==> src/rtl/qpu_itcm_arbiter.sv <==
// qpu_itcm_arbiter: shares the single ITCM ICB port between the IFU fetch path
// (read-only) and the host program-loader path (read/write).
//
// Commands pass straight through with no added latency. Grants alternate
// round-robin between the two requesters. Once a command is presented but not
// yet accepted, the grant stays locked to that requester so the ICB command
// remains stable. The requester ID of every accepted command goes into a small
// in-order FIFO, and the FIFO head steers each ITCM response back to its issuer.
//
// Ports:
//   clk, rst              clock, synchronous active-high reset
//   ifu_icb_cmd_*         IFU command channel (address only, always a read)
//   ifu_icb_rsp_*         IFU response channel
//   ldr_icb_cmd_*         loader command channel (addr/read/wdata/wmask)
//   ldr_icb_rsp_*         loader response channel
//   itcm_icb_cmd_*        muxed command channel to the ITCM
//   itcm_icb_rsp_*        response channel from the ITCM
//   arb_busy              commands outstanding, lock held, or a request pending
module qpu_itcm_arbiter #(
    parameter int unsigned ADDR_W     = 16,
    parameter int unsigned DATA_W     = 32,
    parameter int unsigned OUTS_DEPTH = 2
) (
    input  logic                  clk,
    input  logic                  rst,

    input  logic                  ifu_icb_cmd_valid,
    output logic                  ifu_icb_cmd_ready,
    input  logic [ADDR_W-1:0]     ifu_icb_cmd_addr,
    output logic                  ifu_icb_rsp_valid,
    input  logic                  ifu_icb_rsp_ready,
    output logic                  ifu_icb_rsp_err,
    output logic [DATA_W-1:0]     ifu_icb_rsp_rdata,

    input  logic                  ldr_icb_cmd_valid,
    output logic                  ldr_icb_cmd_ready,
    input  logic [ADDR_W-1:0]     ldr_icb_cmd_addr,
    input  logic                  ldr_icb_cmd_read,
    input  logic [DATA_W-1:0]     ldr_icb_cmd_wdata,
    input  logic [DATA_W/8-1:0]   ldr_icb_cmd_wmask,
    output logic                  ldr_icb_rsp_valid,
    input  logic                  ldr_icb_rsp_ready,
    output logic                  ldr_icb_rsp_err,
    output logic [DATA_W-1:0]     ldr_icb_rsp_rdata,

    output logic                  itcm_icb_cmd_valid,
    input  logic                  itcm_icb_cmd_ready,
    output logic [ADDR_W-1:0]     itcm_icb_cmd_addr,
    output logic                  itcm_icb_cmd_read,
    output logic [DATA_W-1:0]     itcm_icb_cmd_wdata,
    output logic [DATA_W/8-1:0]   itcm_icb_cmd_wmask,
    input  logic                  itcm_icb_rsp_valid,
    output logic                  itcm_icb_rsp_ready,
    input  logic                  itcm_icb_rsp_err,
    input  logic [DATA_W-1:0]     itcm_icb_rsp_rdata,

    output logic                  arb_busy
);

    localparam int unsigned PTR_W = (OUTS_DEPTH > 1) ? $clog2(OUTS_DEPTH) : 1;
    localparam int unsigned CNT_W = $clog2(OUTS_DEPTH + 1);
    localparam logic [CNT_W-1:0] DEPTH_C = CNT_W'(OUTS_DEPTH);
    localparam logic [PTR_W-1:0] LAST_PTR = PTR_W'(OUTS_DEPTH - 1);

    typedef enum logic {
        ReqIfu = 1'b0,
        ReqLdr = 1'b1
    } req_e;

    // Outstanding-ID FIFO: one bit per entry, set means the loader issued it.
    logic [OUTS_DEPTH-1:0] id_fifo_q, id_fifo_d;
    logic [PTR_W-1:0]      rd_ptr_q, rd_ptr_d;
    logic [PTR_W-1:0]      wr_ptr_q, wr_ptr_d;
    logic [CNT_W-1:0]      count_q, count_d;
    logic                  lock_q, lock_d;
    req_e                  lock_id_q, lock_id_d;
    req_e                  last_grant_q, last_grant_d;

    logic not_full;
    logic fifo_empty;
    logic grant_vld;
    req_e grant_id;
    req_e head_id;
    logic cmd_push;
    logic rsp_pop;

    function automatic logic [PTR_W-1:0] ptr_inc(input logic [PTR_W-1:0] p);
        if (p == LAST_PTR) begin
            return '0;
        end
        return p + PTR_W'(1);
    endfunction

    assign not_full   = (count_q != DEPTH_C);
    assign fifo_empty = (count_q == '0);
    assign head_id    = req_e'(id_fifo_q[rd_ptr_q]);

    // Grant selection: a pending lock wins, otherwise round-robin on ties.
    always_comb begin
        grant_vld = 1'b0;
        grant_id  = ReqIfu;
        if (lock_q) begin
            grant_vld = 1'b1;
            grant_id  = lock_id_q;
        end else if (ifu_icb_cmd_valid && ldr_icb_cmd_valid) begin
            grant_vld = 1'b1;
            grant_id  = (last_grant_q == ReqIfu) ? ReqLdr : ReqIfu;
        end else if (ifu_icb_cmd_valid) begin
            grant_vld = 1'b1;
            grant_id  = ReqIfu;
        end else if (ldr_icb_cmd_valid) begin
            grant_vld = 1'b1;
            grant_id  = ReqLdr;
        end
    end

    // Command mux. IFU commands are always plain reads.
    always_comb begin
        itcm_icb_cmd_valid = 1'b0;
        itcm_icb_cmd_addr  = '0;
        itcm_icb_cmd_read  = 1'b0;
        itcm_icb_cmd_wdata = '0;
        itcm_icb_cmd_wmask = '0;
        ifu_icb_cmd_ready  = 1'b0;
        ldr_icb_cmd_ready  = 1'b0;
        if (grant_vld) begin
            if (grant_id == ReqLdr) begin
                itcm_icb_cmd_valid = ldr_icb_cmd_valid && not_full;
                itcm_icb_cmd_addr  = ldr_icb_cmd_addr;
                itcm_icb_cmd_read  = ldr_icb_cmd_read;
                itcm_icb_cmd_wdata = ldr_icb_cmd_wdata;
                itcm_icb_cmd_wmask = ldr_icb_cmd_wmask;
                ldr_icb_cmd_ready  = itcm_icb_cmd_ready && not_full;
            end else begin
                itcm_icb_cmd_valid = ifu_icb_cmd_valid && not_full;
                itcm_icb_cmd_addr  = ifu_icb_cmd_addr;
                itcm_icb_cmd_read  = 1'b1;
                ifu_icb_cmd_ready  = itcm_icb_cmd_ready && not_full;
            end
        end
    end

    // Response routing from the FIFO head. An empty FIFO consumes nothing.
    always_comb begin
        ifu_icb_rsp_valid  = 1'b0;
        ifu_icb_rsp_err    = 1'b0;
        ifu_icb_rsp_rdata  = '0;
        ldr_icb_rsp_valid  = 1'b0;
        ldr_icb_rsp_err    = 1'b0;
        ldr_icb_rsp_rdata  = '0;
        itcm_icb_rsp_ready = 1'b0;
        if (!fifo_empty) begin
            if (head_id == ReqLdr) begin
                ldr_icb_rsp_valid  = itcm_icb_rsp_valid;
                ldr_icb_rsp_err    = itcm_icb_rsp_err;
                ldr_icb_rsp_rdata  = itcm_icb_rsp_rdata;
                itcm_icb_rsp_ready = ldr_icb_rsp_ready;
            end else begin
                ifu_icb_rsp_valid  = itcm_icb_rsp_valid;
                ifu_icb_rsp_err    = itcm_icb_rsp_err;
                ifu_icb_rsp_rdata  = itcm_icb_rsp_rdata;
                itcm_icb_rsp_ready = ifu_icb_rsp_ready;
            end
        end
    end

    assign cmd_push = itcm_icb_cmd_valid && itcm_icb_cmd_ready;
    assign rsp_pop  = itcm_icb_rsp_valid && itcm_icb_rsp_ready;
    assign arb_busy = !fifo_empty || lock_q || ifu_icb_cmd_valid || ldr_icb_cmd_valid;

    always_comb begin
        id_fifo_d    = id_fifo_q;
        wr_ptr_d     = wr_ptr_q;
        rd_ptr_d     = rd_ptr_q;
        count_d      = count_q;
        last_grant_d = last_grant_q;
        lock_id_d    = lock_id_q;
        // Lock exactly while a presented command waits; the handshake clears it.
        lock_d       = itcm_icb_cmd_valid && !itcm_icb_cmd_ready;
        if (lock_d) begin
            lock_id_d = grant_id;
        end
        if (cmd_push) begin
            id_fifo_d[wr_ptr_q] = grant_id;
            wr_ptr_d            = ptr_inc(wr_ptr_q);
            last_grant_d        = grant_id;
        end
        if (rsp_pop) begin
            rd_ptr_d = ptr_inc(rd_ptr_q);
        end
        unique case ({cmd_push, rsp_pop})
            2'b10:   count_d = count_q + CNT_W'(1);
            2'b01:   count_d = count_q - CNT_W'(1);
            default: count_d = count_q;
        endcase
    end

    always_ff @(posedge clk) begin
        if (rst) begin
            id_fifo_q    <= '0;
            wr_ptr_q     <= '0;
            rd_ptr_q     <= '0;
            count_q      <= '0;
            lock_q       <= 1'b0;
            lock_id_q    <= ReqIfu;
            last_grant_q <= ReqLdr;  // IFU wins the first tie
        end else begin
            id_fifo_q    <= id_fifo_d;
            wr_ptr_q     <= wr_ptr_d;
            rd_ptr_q     <= rd_ptr_d;
            count_q      <= count_d;
            lock_q       <= lock_d;
            lock_id_q    <= lock_id_d;
            last_grant_q <= last_grant_d;
        end
    end

endmodule

==> config.mk <==
export PLATFORM = sky130hd
export DESIGN_NAME = qpu_itcm_arbiter
export DESIGN_NICKNAME = d
export VERILOG_FILES = /design/src/rtl/qpu_itcm_arbiter.sv
export SDC_FILE = /design/constraint.sdc
export NUM_CORES = 1
export LEC_CHECK = 0
export CAP_MARGIN = 10
export CORE_AREA = 2 2 91 93
export DETAILED_ROUTE_END_ITERATION = 12
export DIE_AREA = 0 0 93 95
export GPL_ROUTABILITY_DRIVEN = 0
export HOLD_SLACK_MARGIN = 0.08
export PLACE_DENSITY = 0.84
export SLEW_MARGIN = 40
export SYNTH_ARGS = -nofsm -noshare
export SYNTH_HDL_FRONTEND = slang
export SYNTH_SLANG_ARGS = --single-unit
export TNS_END_PERCENT = 20
==> constraint.sdc <==
create_clock -name clk -period 2.1 [get_ports clk]
set_clock_uncertainty 0.1 [all_clocks]
set_input_delay 0.21 -clock clk [delete_from_list [all_inputs] [get_ports clk]]
set_output_delay 0.21 -clock clk [all_outputs]
set_load 0.02 [all_outputs]
==> run metrics <==
IO Count 236; data arrival time of the critical path 1.74 ns; DR pass1 iterations 4; CP max FO 17; vias in the first global route 2495; I/O Buffers 235; first-pass GRT wire length 11.5 mm; Layout Area Growth over Synthesis 173%; leakage power 2.23 nW; final-stage net count 621; switching portion of total power 0.487; clock buffer depth 2; Clock Tree Root clkbuf_8; Clock Latency Late Sink 0.23 ns; dpl hpwl 6.51 mm; Distinct cells, synth 30; Final period util 0.975; Post-Route WL 7.86 mm; Hold Path Class flip-flop to flip-flop; Final Max Tran Viols 0; Fin Hold WS 0.445 ns; Internal 0.00101 W; n_diodes 0; WS Path Type flip-flop to primary output; Die X 93 um; sequential area share after synthesis 0.125; max frequency 488 MHz; Place WS -0.347 ns; initial antenna violation count 0; EDFF count, synth 0; YS warnings 0; Post-Syn Nets 382; reg2reg setup slack 0.09 ns; status finished clean; RR Endpoint count_q[1]; All-Layer GR Usage 0.160; Vias 2681; DRC viols 0; sw power 0.000959 W; power per cell area 501 nW/um^2; share of layout cells above drive strength 1 0.143; Clock Power Share 0.100; core area 7930 um^2; fin crit period 2.05 ns; Cells on Worst Hold Path 2; Fillers 786; Num CTS Buffers 3; RSZ-0062 raised after global routing yes; synthesized area per cell 5.31 um^2; CTS tree done; Hold EP last_grant_q; Area contributors post-synth nor2_1, nand2_1, and2_1; MaxCap Viol Count 0; CP endpoint kind primary output; WL/cell 12.8 um; postcts setup bufs 0; Post-DP Area 4050 um^2; Max VDD drop 0.000261 V; Initial Util 0.182; die area 8840 um^2; total gr overflow 0; largest net degree at the start of global routing 36; Core Rows 33; Synth top cells by count nor2_1, nand2_1, and2_1; launch point of the worst reg-to-reg path rd_ptr_q; Final Hold Viols 0; #FFs+latches synth 9; Multi-input gate area 1190 um^2; Hold Crit Start last_grant_q; type of origin of the critical path flip-flop; normalized max-slew margin 0.736; Pwr Total 0.00197 W; Comb power frac 0.790; Num Clock Sinks 9; top-count cell post-synth nor2_1; Final Cell Area 3930 um^2; R2R depth 5; Routed Antenna Nets 0; Worst Path Required 1.79 ns; H-tree depth 1; asr flop ratio synth 0; vias per cell 4.37; cells after synthesis 271; Synth Flop Type dfxtp_1; Flop pwr share 0.110; synthesized area 1440 um^2; Synth area leader nor2_1; Setup Viol. Count Final 0; first-iteration detailed-routing DRC count 61; die extent in y 95 um; clk slew on worst S/H paths 0.04 ns; FF/Latch Area 181 um^2; final setup margin 0.0521 ns; Synth top area share 0.206; Worst Max-Slew Pin Slew 0.394 ns
==> worst max path at each step <==
| stage | end | slack [ns] | cells past startpoint | start |
|---|---|---|---|---|
| 3_3_place_gp | itcm_icb_cmd_addr[13] | -0.29 | 7 | ldr_icb_cmd_valid |
| 6_report | ldr_icb_rsp_rdata[0] | 0.05 | 4 | rd_ptr_q |
| 4_1_cts | itcm_icb_cmd_addr[15] | -0.005 | 7 | ldr_icb_cmd_valid |
| 3_5_place_dp | itcm_icb_cmd_addr[15] | -0.35 | 7 | ldr_icb_cmd_valid |
| 2_1_floorplan | count_q[1] | 0.09 | 5 | rd_ptr_q |
| 5_1_grt | ldr_icb_rsp_rdata[0] | -0.04 | 4 | rd_ptr_q |
==> area by class of cell <==
cell class / instances / share of cell area
clock buffers: 4 / 0.0115
inverters: 1 / 0.000954
multi-input cells: 241 / 0.303
flip-flops and latches: 9 / 0.0461
well taps: 105 / 0.0334
repair buffers: 254 / 0.605
==> flip-flops by register name, indices dropped and copies added, names as in the netlist <==
signal and cells:
id_fifo_q 2, lock_q 1, wr_ptr_q 1, lock_id_q 1, count_q 2, rd_ptr_q 1
last_grant_q 1
==> logic make-up (layout without fill, tap and decap cells) <==
| group | after synthesis | count (layout) | synth area share |
|---|---|---|---|
| multiplexers | 5 | 5 | 0.0400 |
| AO/OA/AOI/OAI | 28 | 28 | 0.117 |
| buffers and inverters | 21 | 259 | 0.0617 |
| adder cells (fa/ha/maj) | 1 | 1 | 0.00869 |
| AND/OR/NAND/NOR | 203 | 203 | 0.623 |
| XOR/XNOR | 4 | 4 | 0.0243 |
| flip-flops | 9 | 9 | 0.125 |
==> cell usage in the layout (no fill, tap or decap), types with 2 or more instances in the layout <==
master and n:
xnor2_1 3, o211ai_1 2, dlygate4sd2_1 42, buf_2 7, buf_6 2, a21oi_1 20
nand2_1 71, clkbuf_2 32, nor2b_1 4, nor4_1 2, or2_2 2, dlymetal6s2s_1 22
buf_12 5, and2_1 36, nor3_1 3, clkbuf_8 3, clkdlybuf4s50_1 120, nor2_2 2
dfxtp_1 8, buf_4 11, mux2_1 2, clkdlybuf4s15_1 12, nor2_1 79, o21ai_0 2
==> power by group through the flow <==
stage               Clock (W)  Sequential [W]  Combinational (W)
global route         0.000219        0.000220            0.00168
detailed placement          0        0.000217            0.00176
CTS                  0.000206        0.000215            0.00160
finish               0.000198        0.000216            0.00156
global placement            0        0.000216            0.00173
floorplan                   0        0.000215           0.000846
==> worst max-delay path, stage by stage (launching register included) <==
cell and delay, ns:
dfxtp_2 0.38, mux2i_4 0.32, buf_6 0.21, nor2_1 0.07, clkdlybuf4s50_1 0.53
==> routing by layer <==
metal | part of all wire | up-vias | GRT usage | wire (um)
met5 | 0 | - | 0 | 0
met4 | 0.0073 | 0 | 0.0380 | 57
met3 | 0.12 | 6 | 0.0495 | 909
met2 | 0.54 | 150 | 0.327 | 4220
met1 | 0.34 | 1199 | 0.153 | 2670
li1 | - | 1326 | - | -
==> timing repair <==
action	4_1_cts	5_1_grt
hold buffers	0	0
pin swaps	0	1
gates resized for setup	117	105
endpoints found under the setup margin	127	89
==> per-stage QoR <==
stage,util,instances,TNS [ns]
floorplan,-,271,0
global placement,0.511,610,-12.39
detailed placement,0.511,610,-14.45
CTS,0.506,614,-0.00452
global route,0.496,614,-0.801
finish,0.496,614,0
Power figures use the tool's default switching activity.
